### src/rtl/wdt_sleep_ctrl_pkg.sv
// wdt_sleep_ctrl_pkg: shared state encodings, widths and postscaler helper for the watchdog/sleep controller
package wdt_sleep_ctrl_pkg;
   localparam int PSC_W = 7;
   localparam int PS_W = 3;
   typedef logic [1:0] state_t;
   localparam logic [1:0] ST_RUN = 2'd0;
   localparam logic [1:0] ST_SLEEP = 2'd1;
   localparam logic [1:0] ST_WDT_RST = 2'd2;
   localparam logic [1:0] ST_FLAG_WR = 2'd3;
   function automatic logic [PSC_W-1:0] ps_limit(input logic psa, input logic [PS_W-1:0] ps);
      return psa ? PSC_W'((32'd1 << ps) - 32'd1) : '0;
   endfunction
endpackage

### src/rtl/wdt_prescaler.sv
// wdt_prescaler: base period counter plus optional postscaler (WDT_POSTSCALER_EN), flags timeout on the final wrap
module wdt_prescaler
   import wdt_sleep_ctrl_pkg::*;
#(
   parameter int WDT_BASE = 1000
) (
   input  logic            clk,
   input  logic            rst,
   input  logic            count_en,
   input  logic            clear,
   input  logic            psa,
   input  logic [PS_W-1:0] ps,
   output logic            timeout
);
   logic [15:0] base;
   logic        wrap;
   assign wrap = count_en && base == 16'(WDT_BASE - 1);
`ifdef WDT_POSTSCALER_EN
   logic [PSC_W-1:0] psc;
   assign timeout = wrap && psc >= ps_limit(psa, ps);
   // postscaler counts base wraps; a lowered ratio fires on the very next wrap
   always_ff @(posedge clk)
      if (rst || clear) psc <= '0;
      else if (wrap) psc <= timeout ? '0 : psc + 1'b1;
`else
   logic unused;
   assign unused = ^{psa, ps};
   assign timeout = wrap;
`endif
   // base counter runs only while enabled and wraps at the configured period
   always_ff @(posedge clk)
      if (rst || clear) base <= '0;
      else if (count_en) base <= wrap ? '0 : base + 16'd1;
endmodule

### src/rtl/wdt_sleep_ctrl.sv
// wdt_sleep_ctrl: watchdog and SLEEP sequencing with TO/PD status writes; postscaler gated by WDT_POSTSCALER_EN
module wdt_sleep_ctrl
   import wdt_sleep_ctrl_pkg::*;
#(
   parameter int WDT_BASE = 1000
) (
   input  logic            clk,
   input  logic            rst,
   input  logic            wdt_en,
   input  logic            psa,
   input  logic [PS_W-1:0] ps,
   input  logic            clrwdt,
   input  logic            sleep_instr,
   input  logic            wake_event,
   output logic            n_to_wr_en,
   output logic            n_to_in,
   output logic            n_pd_wr_en,
   output logic            n_pd_in,
   output logic            sleeping,
   output logic            wdt_rst_req,
   output logic            wake
);
   state_t state, nxt;
   logic in_run, in_sleep, timeout, clear, do_sleep, do_clr, do_wake, sleep_to, wr;
   assign in_run = state == ST_RUN;
   assign in_sleep = state == ST_SLEEP;
   assign do_sleep = in_run && sleep_instr;
   assign do_clr = in_run && clrwdt && !sleep_instr;
   assign do_wake = in_sleep && wake_event;
   assign sleep_to = in_sleep && !wake_event && timeout;
   assign clear = !wdt_en || state == ST_WDT_RST || state == ST_FLAG_WR || do_sleep || do_clr || do_wake;
   assign wr = do_sleep || do_clr || sleep_to || nxt == ST_FLAG_WR;
   wdt_prescaler #(.WDT_BASE(WDT_BASE)) u_pre (
      .clk(clk),
      .rst(rst),
      .count_en(wdt_en && (in_run || in_sleep)),
      .clear(clear),
      .psa(psa),
      .ps(ps),
      .timeout(timeout)
   );
   // next state: sleep beats clrwdt beats timeout in RUN, wake beats timeout in SLEEP
   always_comb
      nxt = in_run ? (do_sleep ? ST_SLEEP : (!clrwdt && timeout) ? ST_WDT_RST : ST_RUN)
          : in_sleep ? ((wake_event || timeout) ? ST_RUN : ST_SLEEP)
          : state == ST_WDT_RST ? ST_FLAG_WR : ST_RUN;
   // state and registered single-cycle strobes; flag write lands after the core reset
   always_ff @(posedge clk)
      if (rst) begin
         state <= ST_RUN;
         sleeping <= 1'b0;
         wdt_rst_req <= 1'b0;
         wake <= 1'b0;
         n_to_wr_en <= 1'b0;
         n_to_in <= 1'b0;
         n_pd_wr_en <= 1'b0;
         n_pd_in <= 1'b0;
      end else begin
         state <= nxt;
         sleeping <= nxt == ST_SLEEP;
         wdt_rst_req <= nxt == ST_WDT_RST;
         wake <= in_sleep && (wake_event || timeout);
         n_to_wr_en <= wr;
         n_pd_wr_en <= wr;
         n_to_in <= do_sleep || do_clr;
         n_pd_in <= do_clr || nxt == ST_FLAG_WR;
      end
endmodule
### config.mk
export PLATFORM = sky130hd
export DESIGN_NAME = wdt_sleep_ctrl
export DESIGN_NICKNAME = d
export VERILOG_FILES = /design/src/rtl/wdt_sleep_ctrl_pkg.sv /design/src/rtl/wdt_prescaler.sv /design/src/rtl/wdt_sleep_ctrl.sv
export SDC_FILE = /design/constraint.sdc
export NUM_CORES = 1
export LEC_CHECK = 0
export BUFFER_PORTS_ARGS = -buffer_cell sky130_fd_sc_hd__buf_2
export CAP_MARGIN = 10
export CORE_UTILIZATION = 40
export CTS_BUF_LIST = sky130_fd_sc_hd__clkbuf_4 sky130_fd_sc_hd__clkbuf_8
export CTS_CLUSTER_SIZE = 8
export DETAILED_ROUTE_END_ITERATION = 8
export SETUP_SLACK_MARGIN = 0.3
export SYNTH_ARGS = -nofsm -noshare
export SYNTH_HDL_FRONTEND = slang
export SYNTH_SLANG_ARGS = --single-unit
export TNS_END_PERCENT = 50
### constraint.sdc
create_clock -name clk -period 1.83 [get_ports clk]
set_input_delay 0.0915 -clock clk [delete_from_list [all_inputs] [get_ports clk]]
set_output_delay 0.0915 -clock clk [all_outputs]
set_load 0.01 [all_outputs]
==> flow_summary_export.csv, run 1 <==
group,metric,value,unit
sta,setup_viol,0,
synth,syn_area,1160,sq um
sta,max_freq,0.686,GHz
clocking,clkLatencyLatePin,0.31,ns
placement,dpl.hpwl,1560,microns
hold_path,hold_path_depth,2,
worst_setup_path,worst-endpoint-required,2.04,ns
cells_and_area,synthToLayoutAreaGrowth,20.2,%
worst_setup_path,reg2regPathDepth,5,
power_and_ir_drop,p_switching,191,uW
power_and_ir_drop,finalPower,834,uW
worst_setup_path,worstReg2RegStart,"u_pre.base[1]$_SDFFE_PP0P_",
power_and_ir_drop,p_leak,0.475,nW
synth,yosysTopAreaCell,"dfxtp_1",
sta,finalMaxSlewViolations,0,
worst_setup_path,crit_type,"flip-flop to flip-flop",
worst_setup_path,worst-path-max-fanout,4,
synth,synth_edf_count,0,
hold_path,whs_endpoint,"wake$_SDFF_PP0_",
routing,vias,922,
power_and_ir_drop,p_sw_share,22.9,%
floorplan,start_util,41.9,%
clocking,h-tree-depth,1,
floorplan,dieWidth,55.8,microns
cells_and_area,n_antenna_cell,0,
hold_path,hp-start,"wake_event",
floorplan,core_area,2760,sq um
clocking,clk_pin_slew_worst_paths,0.12,ns
synth,ys_ff_latch,24,
synth,seq_area_frac_synth,41.6,%
synth,synth.distinct_cells,38,
placement,portBuffers,12,
worst_setup_path,rr_endpoint,"u_pre.base[1]$_SDFFE_PP0P_",
clocking,cts_tree,"built",
global_routing,grt_usage,15.4,%
worst_setup_path,start_kind,"flip-flop",
synth,syn_nets,135,
floorplan,design.die.area,3110,sq um
sta,rsz0062_at_grt,"yes",
power_and_ir_drop,power_frac_comb,8.3,%
worst_setup_path,end_kind,"flip-flop",
global_routing,grt_start_max_net_pins,13,
power_and_ir_drop,max-vdd-ir-drop,0.556,mV
clocking,clock-root-buffer,"clkbuf_4",
routing,dr.first_iter.drc_count,15,
cells_and_area,final_nets,157,
routing,drc,0,
floorplan,fp-row-count,19,
synth,synth_top_area_share,41.6,%
power_and_ir_drop,pwr_density_cell,600,nW/um^2
synth,synth_top_flop_cell,"dfxtp_1",
routing,wl_per_cell,12.6,microns
synth,synthCells,124,
power_and_ir_drop,clockPowerShare,27.2,%
power_and_ir_drop,intPower,643,uW
flow_run,drv_cap,0,
clocking,clock-sinks,24,
sta,fin_crit_sh,79.7,%
floorplan,die_h,55.8,microns
clocking,cts_buffers,3,
sta,finalSetupTns,0,ns
worst_setup_path,reg2reg_slack,0.37,ns
hold_path,hold_class,"primary input to flip-flop",
sta,finClkSkew,0.00292,ns
power_and_ir_drop,pwr-share-seq,64.5,%
cells_and_area,layout_commonest_cell,"dfxtp_1",
global_routing,grt_pass1_vias,862,
cells_and_area,layout-drive-gt1-share,39.6,%
clocking,clock_path_buffers,2,
routing,via_per_inst,5.27,
floorplan,io_pins,17,
worst_setup_path,crit_path_start,"u_pre.base[1]$_SDFFE_PP0P_",
global_routing,grt_antenna_before_repair,0,
synth,async_flop_share,0,%
worst_setup_path,crit_arrival,1.67,ns
global_routing,grt_pass1_wl,3810,microns
placement,gp_congestion,0.769,
routing,dr.pass1.iters,4,
routing,ant_nets,0,
outcome,outcome,"finished, final reports clean",
synth,synth.avg_cell_area,9.32,sq um
cells_and_area,final_cell_mix,"dfxtp_1 (18), buf_2 (12), xnor2_1 (10)",
routing,wl,2210,microns
sta,fin_crit,1.46,ns
synth,yosys-top-cells-area,"dfxtp_1 (42%), xnor2_1 (7.6%), nor2_2 (4.9%), nor4_1 (3.8%), nor3_1 (3.5%)",
sta,worst_pin_slew,0.311,ns
sta,slew-limit-headroom,79.1,%
sta,hold_viol,0,
global_routing,overflow,0,
synth,ys_warn_count,0,
[synthesized netlist by cell type (all sizes together), types with 2 or more instances]
cell,instances
dfxtp,24
nor2,18
xnor2,10
nor3,8
nor4,7
inv,6
nand2,5
nand3,5
nand4,4
buf,3
nand4b,3
xor2,3
and3,2
and4b,2
clkbuf,2
o21ai,2
o21bai,2
or2,2
or3,2
[worst max-delay path by stage]
stage | to | cells past startpoint
floorplan | u_pre.base[11]$_SDFFE_PP0P_ | 6
global placement | u_pre.base[13]$_SDFFE_PP0P_ | 5
detailed placement | u_pre.base[9]$_SDFFE_PP0P_ | 5
CTS | u_pre.base[13]$_SDFFE_PP0P_ | 5
global route | u_pre.base[1]$_SDFFE_PP0P_ | 5
finish | u_pre.base[1]$_SDFFE_PP0P_ | 5
[power groups by stage]
| stage | Clock, mW | Sequential, mW | Combinational (mW) |
|---|---|---|---|
| after floorplan | 0 | 0.552 | 0.0422 |
| after global placement | 0 | 0.548 | 0.0655 |
| after detailed placement | 0 | 0.549 | 0.0662 |
| after CTS | 0.237 | 0.538 | 0.0680 |
| after global routing | 0.261 | 0.539 | 0.0756 |
| final | 0.227 | 0.538 | 0.0692 |
[timing repair]
action,in CTS,in global routing
endpoints found under the setup margin,14,21
hold buffers,1,0
resized for setup,6,12
pin swaps,1,6
buffers inserted,1,3
hold endpoints to repair,1,0
[critical path: stages, from the launching register on]
cell      delay (ns)
dfxtp_2         0.37
ha_2            0.18
and4b_1         0.23
nand2_2         0.10
nand4b_1        0.23
and3_2          0.25
[registers in the layout, summed over array words and instances (netlist names)]
name,cells
u_pre.base,16
state,2
n_pd_in,1
n_pd_wr_en,1
n_to_in,1
sleeping,1
wake,1
wdt_rst_req,1
[routing by layer]
layer | GRT usage, % | vias to the layer above | wire length, microns
met3 | 4.19 | 2 | 70
met5 | 0 | - | 0
met1 | 20.6 | 431 | 1070
li1 | - | 476 | -
met2 | 24.4 | 13 | 1040
met4 | 4.29 | 0 | 18
[cell type report]
class	instances	area, sq um
clock buffer	3	22.5
fill	274	1370
inverter	6	22.5
multi-input combinational	89	677
sequential	24	488
tap	31	38.8
timing repair buffer	22	141
[cell families (layout without fill, tap and decap cells)]
group / after synthesis / after routing / share of synthesized area [%]
XOR/XNOR: 13 / 13 / 9.85
buffers and inverters: 11 / 31 / 5.20
multiplexers: 1 / 1 / 0.866
AND/OR/NAND/NOR: 63 / 63 / 33.1
flip-flops: 24 / 24 / 41.6
AO/OA/AOI/OAI: 11 / 11 / 8.33
adder cells (fa/ha/maj): 1 / 1 / 1.08
[stage by stage]
| step | area (sq um) | util (%) | instances | hold WS [ns] | setup slack [ns] |
|---|---|---|---|---|---|
| global placement | 1250 | 45.5 | 167 | 0.343 | 0.219 |
| global route | 1390 | 50.4 | 175 | 0.0130 | 0.288 |
| detailed placement | 1250 | 45.5 | 167 | 0.340 | 0.183 |
| CTS | 1330 | 48.2 | 172 | 0.0181 | 0.301 |
| finish | 1390 | 50.4 | 175 | 0.0291 | 0.372 |
| floorplan | 1160 | - | 124 | 0.168 | 0.358 |
(Power assumes the default switching activity.)
==> inputs of run 2 (changes only) <==
==> constraint.sdc (replaced) <==
create_clock -name clk -period 1.52 [get_ports clk]
set_input_delay 0.076 -clock clk [delete_from_list [all_inputs] [get_ports clk]]
set_output_delay 0.076 -clock clk [all_outputs]
set_load 0.01 [all_outputs]
==> flow_summary_export.csv, run 2 (same netlist as run 1, synthesis figures left out) <==
group,metric,value,unit
cells_and_area,layout_commonest_cell,"buf_4",
clocking,clock_path_buffers,2,
cells_and_area,n_fill_cell,247,
cells_and_area,layout-drive-gt1-share,50.6,%
sta,finClkSkew,0.00497,ns
power_and_ir_drop,p_sw_share,21.1,%
worst_setup_path,crit_path_start,"u_pre.base[1]$_SDFFE_PP0P_",
sta,rsz0062_at_grt,"yes",
clocking,clkLatencyLatePin,0.32,ns
power_and_ir_drop,pwr_density_cell,763,nW/um^2
placement,gp_congestion,0.783,
clocking,clk_pin_slew_worst_paths,0.14,ns
sta,max_freq,0.714,GHz
global_routing,overflow,0,
routing,dr.pass1.iters,4,
worst_setup_path,end_kind,"flip-flop",
floorplan,dieWidth,55.8,microns
outcome,outcome,"finished, final reports clean",
cells_and_area,n_antenna_cell,0,
floorplan,die_h,55.8,microns
routing,wl_per_cell,13.8,microns
global_routing,grt_pass1_wl,4410,microns
clocking,h-tree-depth,1,
worst_setup_path,worst-endpoint-required,1.75,ns
worst_setup_path,crit_type,"flip-flop to flip-flop",
hold_path,hold_path_depth,2,
sta,fin_crit_sh,92.1,%
routing,vias,966,
routing,dr.first_iter.drc_count,22,
sta,finalMaxSlewViolations,0,
cells_and_area,top_register,"u_pre.base",
power_and_ir_drop,pwr-share-seq,53.1,%
routing,wl,2560,microns
global_routing,grt_start_max_net_pins,15,
sta,fin_crit,1.40,ns
floorplan,core_area,2760,sq um
worst_setup_path,worst-path-max-fanout,4,
floorplan,fp-row-count,19,
sta,timing.final.ws_setup,0.119,ns
routing,ant_nets,0,
sta,slew-limit-headroom,81.9,%
cells_and_area,synthToLayoutAreaGrowth,36.8,%
cells_and_area,final_nets,166,
cells_and_area,final_cell_mix,"buf_4 (15), dfxtp_1 (14), buf_2 (12)",
clocking,clock-root-buffer,"clkbuf_4",
sta,hold_viol,0,
clocking,cts_buffers,3,
placement,dp.cells,172,
power_and_ir_drop,intPower,952,uW
worst_setup_path,start_kind,"flip-flop",
worst_setup_path,worstReg2RegStart,"u_pre.base[1]$_SDFFE_PP0P_",
routing,drc,0,
hold_path,whs_endpoint,"wake$_SDFF_PP0_",
floorplan,design.die.area,3110,sq um
worst_setup_path,crit_arrival,1.63,ns
hold_path,hp-start,"wake_event",
power_and_ir_drop,max-vdd-ir-drop,0.637,mV
placement,portBuffers,12,
clocking,cts_tree,"built",
routing,via_per_inst,5.22,
worst_setup_path,rr_endpoint,"u_pre.base[5]$_SDFFE_PP0P_",
cells_and_area,layout.cells.non_filler,185,
sta,worst_pin_slew,0.269,ns
cells_and_area,largest_reg_flops,16,
hold_path,hold_class,"primary input to flip-flop",
floorplan,io_pins,17,
power_and_ir_drop,clockPowerShare,38.7,%
floorplan,start_util,41.9,%
clocking,clock-sinks,24,
power_and_ir_drop,p_leak,0.579,nW
worst_setup_path,reg2regPathDepth,5,
placement,dp_slack,-0.0181,ns
sta,setup_viol,0,
global_routing,grt_antenna_before_repair,0,
global_routing,grt_pass1_vias,1006,
global_routing,grt_usage,17.9,%
worst_setup_path,reg2reg_slack,0.12,ns
power_and_ir_drop,power_frac_comb,8.3,%
placement,dpl.hpwl,1830,microns
power_and_ir_drop,p_switching,255,uW
cells_and_area,reg_top3,"u_pre.base (16), state (2)",
flow_run,drv_cap,0,
-- run 2: changes by cell type in the layout (fill, tap and decap cells not counted), sizes merged --
cell	delta
bufinv	+1
buf	+9
-- run 2: how the worst max path moves through the flow --
stage	endpoint	cells after the start	slack (ns)
after CTS	u_pre.base[5]$_SDFFE_PP0P_	4	0.12
after detailed placement	u_pre.base[10]$_SDFFE_PP0P_	5	-0.02
after global routing	u_pre.base[1]$_SDFFE_PP0P_	5	0.06
after floorplan	u_pre.base[10]$_SDFFE_PP0P_	6	0.15
after global placement	u_pre.base[5]$_SDFFE_PP0P_	5	0.06
final	u_pre.base[5]$_SDFFE_PP0P_	5	0.12
-- run 2: routing by layer --
layer	track usage [%]	part of all wire, %
met1	21.5	46
met2	31.3	51
met3	4.88	2.7
met4	4.64	0.74
met5	0	0
-- run 2: timing repair --
action	in CTS	in global routing
pin swaps	11	1
buffers inserted	8	0
resized for setup	25	4
hold endpoints to repair	3	0
hold buffers	1	0
endpoints found under the setup margin	22	22
-- run 2: per-stage QoR --
stage / setup TNS [ns] / utilization, % / total power [mW] / hold slack, ns / instance area (sq um)
2_1_floorplan: 0 / - / 0.716 / 0.153 / 1200
3_3_place_gp: 0 / 48.7 / 0.746 / 0.335 / 1340
3_5_place_dp: -0.0181 / 48.7 / 0.748 / 0.342 / 1340
4_1_cts: 0 / 56.7 / 1.22 / 0.00246 / 1560
5_1_grt: 0 / 57.4 / 1.26 / 0.00740 / 1580
6_report: 0 / 57.4 / 1.21 / 0.0167 / 1580
-- run 2: power by group through the flow --
stage,registers (mW),clock network [mW],logic (mW)
floorplan,0.665,0,0.0513
global placement,0.662,0,0.0848
detailed placement,0.662,0,0.0862
CTS,0.640,0.484,0.101
global route,0.642,0.505,0.109
finish,0.640,0.466,0.100
-- run 2: cell type report --
type	count	area (sq um)	share of cell area (%)
timing repair buffer	31	225	14.2
multi-input combinational	89	739	46.8
clock buffer	3	22.5	1.42
sequential	24	503	31.8
inverter	6	22.5	1.42
tap	31	38.8	2.45
clock inverter	1	30.0	1.90
-- run 2: critical path: stages, from the launching register on --
cell	delay (ns)
dfxtp_2	0.39
ha_4	0.14
and4b_1	0.21
nand2_2	0.11
o21ai_4	0.22
and2b_2	0.23
==> inputs of run 3 (changes only) <==
--- a/config.mk
+++ b/config.mk
@@ -11,6 +11,7 @@
 export CTS_BUF_LIST = sky130_fd_sc_hd__clkbuf_4 sky130_fd_sc_hd__clkbuf_8
 export CTS_CLUSTER_SIZE = 8
 export DETAILED_ROUTE_END_ITERATION = 8
+export GPL_TIMING_DRIVEN = 0
 export SETUP_SLACK_MARGIN = 0.3
 export SYNTH_ARGS = -nofsm -noshare
 export SYNTH_HDL_FRONTEND = slang
==> flow_summary_export.csv, run 3 (same netlist as run 1, synthesis figures left out) <==
group,metric,value,unit
outcome,outcome,"finished, final reports clean",
sta,rsz0062_at_grt,"yes",
routing,ant_nets,0,
placement,gp_congestion,0.828,
power_and_ir_drop,max-vdd-ir-drop,0.817,mV
power_and_ir_drop,p_leak,0.549,nW
sta,hold_viol,0,
global_routing,grt_antenna_before_repair,0,
sta,slew-limit-headroom,81.1,%
sta,finalSetupTns,0,ns
routing,wl_per_cell,12.9,microns
sta,worst_pin_slew,0.282,ns
floorplan,die_h,55.8,microns
floorplan,dieWidth,55.8,microns
worst_setup_path,crit_path_max_incr_delay,0.34,ns
cells_and_area,n_antenna_cell,0,
worst_setup_path,slowest_stage,"dfxtp_2",
worst_setup_path,path_buf_inv,2,
floorplan,core_area,2760,sq um
worst_setup_path,crit_type,"flip-flop to flip-flop",
cells_and_area,layout_commonest_cell,"dfxtp_1",
worst_setup_path,reg2reg_slack,0.02,ns
hold_path,hold_class,"primary input to flip-flop",
power_and_ir_drop,p_sw_share,20.5,%
floorplan,io_pins,17,
worst_setup_path,crit_arrival,1.76,ns
flow_run,drv_cap,0,
global_routing,overflow,0,
cells_and_area,synthToLayoutAreaGrowth,35.6,%
placement,dpl.hpwl,1570,microns
sta,fin_crit_sh,99.0,%
clocking,clock-root-buffer,"clkbuf_4",
clocking,clock_path_buffers,2,
clocking,clock-sinks,24,
sta,setup_viol,0,
floorplan,start_util,41.9,%
floorplan,design.die.area,3110,sq um
clocking,h-tree-depth,1,
cells_and_area,layout-drive-gt1-share,47.1,%
power_and_ir_drop,pwr-share-seq,53.3,%
power_and_ir_drop,intPower,962,uW
placement,portBuffers,12,
sta,max_freq,0.665,GHz
clocking,cts_buffers,3,
sta,finClkSkew,0.00292,ns
global_routing,grt_pass1_wl,3950,microns
cells_and_area,top_register,"u_pre.base",
routing,via_per_inst,5.39,
clocking,clk_pin_slew_worst_paths,0.13,ns
worst_setup_path,start_kind,"flip-flop",
routing,vias,991,
placement,dp_slack,-0.0691,ns
global_routing,grt_pass1_vias,915,
routing,drc,0,
power_and_ir_drop,clockPowerShare,37.8,%
worst_setup_path,worst-endpoint-required,1.78,ns
cells_and_area,final_core_util,56.9,%
global_routing,grt_start_max_net_pins,15,
floorplan,fp-row-count,19,
power_and_ir_drop,p_switching,248,uW
routing,dr.first_iter.drc_count,12,
power_and_ir_drop,power_frac_comb,8.9,%
clocking,clkLatencyLatePin,0.31,ns
worst_setup_path,worst-path-max-fanout,10,
cells_and_area,final_cell_mix,"dfxtp_1 (17), buf_2 (12), nor2_2 (11)",
worst_setup_path,critical-path-top-delay-family,"compound AO/OA/AOI/OAI gates",
cells_and_area,largest_reg_flops,16,
worst_setup_path,end_kind,"flip-flop",
sta,timing.final.ws_setup,0.0154,ns
sta,fin_crit,1.50,ns
cells_and_area,seqCellArea,492,sq um
sta,finalMaxSlewViolations,0,
cells_and_area,n_fill_cell,241,
cells_and_area,final_nets,165,
routing,dr.pass1.iters,4,
cells_and_area,multiInputGateArea,733,sq um
cells_and_area,reg_top3,"u_pre.base (16), state (2)",
clocking,cts_tree,"built",
power_and_ir_drop,pwr_density_cell,772,nW/um^2
routing,wl,2370,microns
global_routing,grt_usage,16.0,%
worst_setup_path,worstPathCellList,"buf_6 > or3_4 > a211oi_4 > o21ai_4 > buf_8 > nor2_2",
## run 3: cell types whose count changed in the layout (fill, tap and decap cells not counted), moves of 2 or more
cell,before,now
and3_2,2,0
dfxtp_1,14,17
dfxtp_4,4,1
buf_4,15,9
and3_4,0,2
buf_6,2,5
dlygate4sd3_1,1,3
## run 3: path summary, 6_finish.rpt
kind                                   start                          to  cells past startpoint
setup / recovery         state[0]$_SDFF_PP0_  u_pre.base[0]$_SDFFE_PP0P_                      6
hold / removal                           rst         state[1]$_SDFF_PP0_                      3
setup reg to reg         state[0]$_SDFF_PP0_  u_pre.base[0]$_SDFFE_PP0P_                      6
hold reg to reg   u_pre.base[0]$_SDFFE_PP0P_  u_pre.base[0]$_SDFFE_PP0P_                      1
## run 3: through the flow
stage          hold slack (ns)  instances  instance area [sq um]  power (mW)
2_1_floorplan            0.153        124                   1200       0.716
3_3_place_gp             0.334        167                   1290       0.745
3_5_place_dp             0.338        167                   1290       0.747
4_1_cts                 0.0236        178                   1440        1.22
5_1_grt                 0.0226        184                   1570        1.26
6_report                0.0339        184                   1570        1.21
## run 3: layout make-up
| class | count | share of cell area [%] |
|---|---|---|
| Multi-Input combinational cell | 89 | 46.8 |
| Sequential cell | 24 | 31.4 |
| Timing Repair Buffer | 25 | 11.0 |
| Buffer | 5 | 3.59 |
| Tap cell | 31 | 2.47 |
| Clock inverter | 1 | 1.92 |
| Clock buffer | 3 | 1.44 |
| Inverter | 6 | 1.44 |
## run 3: power groups by stage
| stage | sequential [mW] | clock [mW] | combinational [mW] |
|---|---|---|---|
| final | 0.645 | 0.458 | 0.107 |
| after global routing | 0.646 | 0.499 | 0.117 |
| after CTS | 0.645 | 0.478 | 0.100 |
| after detailed placement | 0.660 | 0 | 0.0863 |
| after global placement | 0.660 | 0 | 0.0845 |
| after floorplan | 0.665 | 0 | 0.0513 |
## run 3: repair_timing
action,4_1_cts,5_1_grt
buffers inserted,4,6
endpoints found under the hold margin,3,0
setup endpoints to repair,22,22
gates cloned,0,0
pin swaps,2,9
gates resized for setup,7,27
hold buffers,3,0
## run 3: worst reg2reg max path: stages, from the launching register on
cell	delay, ns
dfxtp_2	0.34
buf_6	0.11
or3_4	0.33
a211oi_4	0.31
o21ai_4	0.12
buf_8	0.17
nor2_2	0.08
## run 3: metal layers
metal	part of all wire, %	global-route usage [%]
met5	0	0
met4	0.76	4.29
met3	2.8	4.19
met2	51	28.4
met1	46	19.0
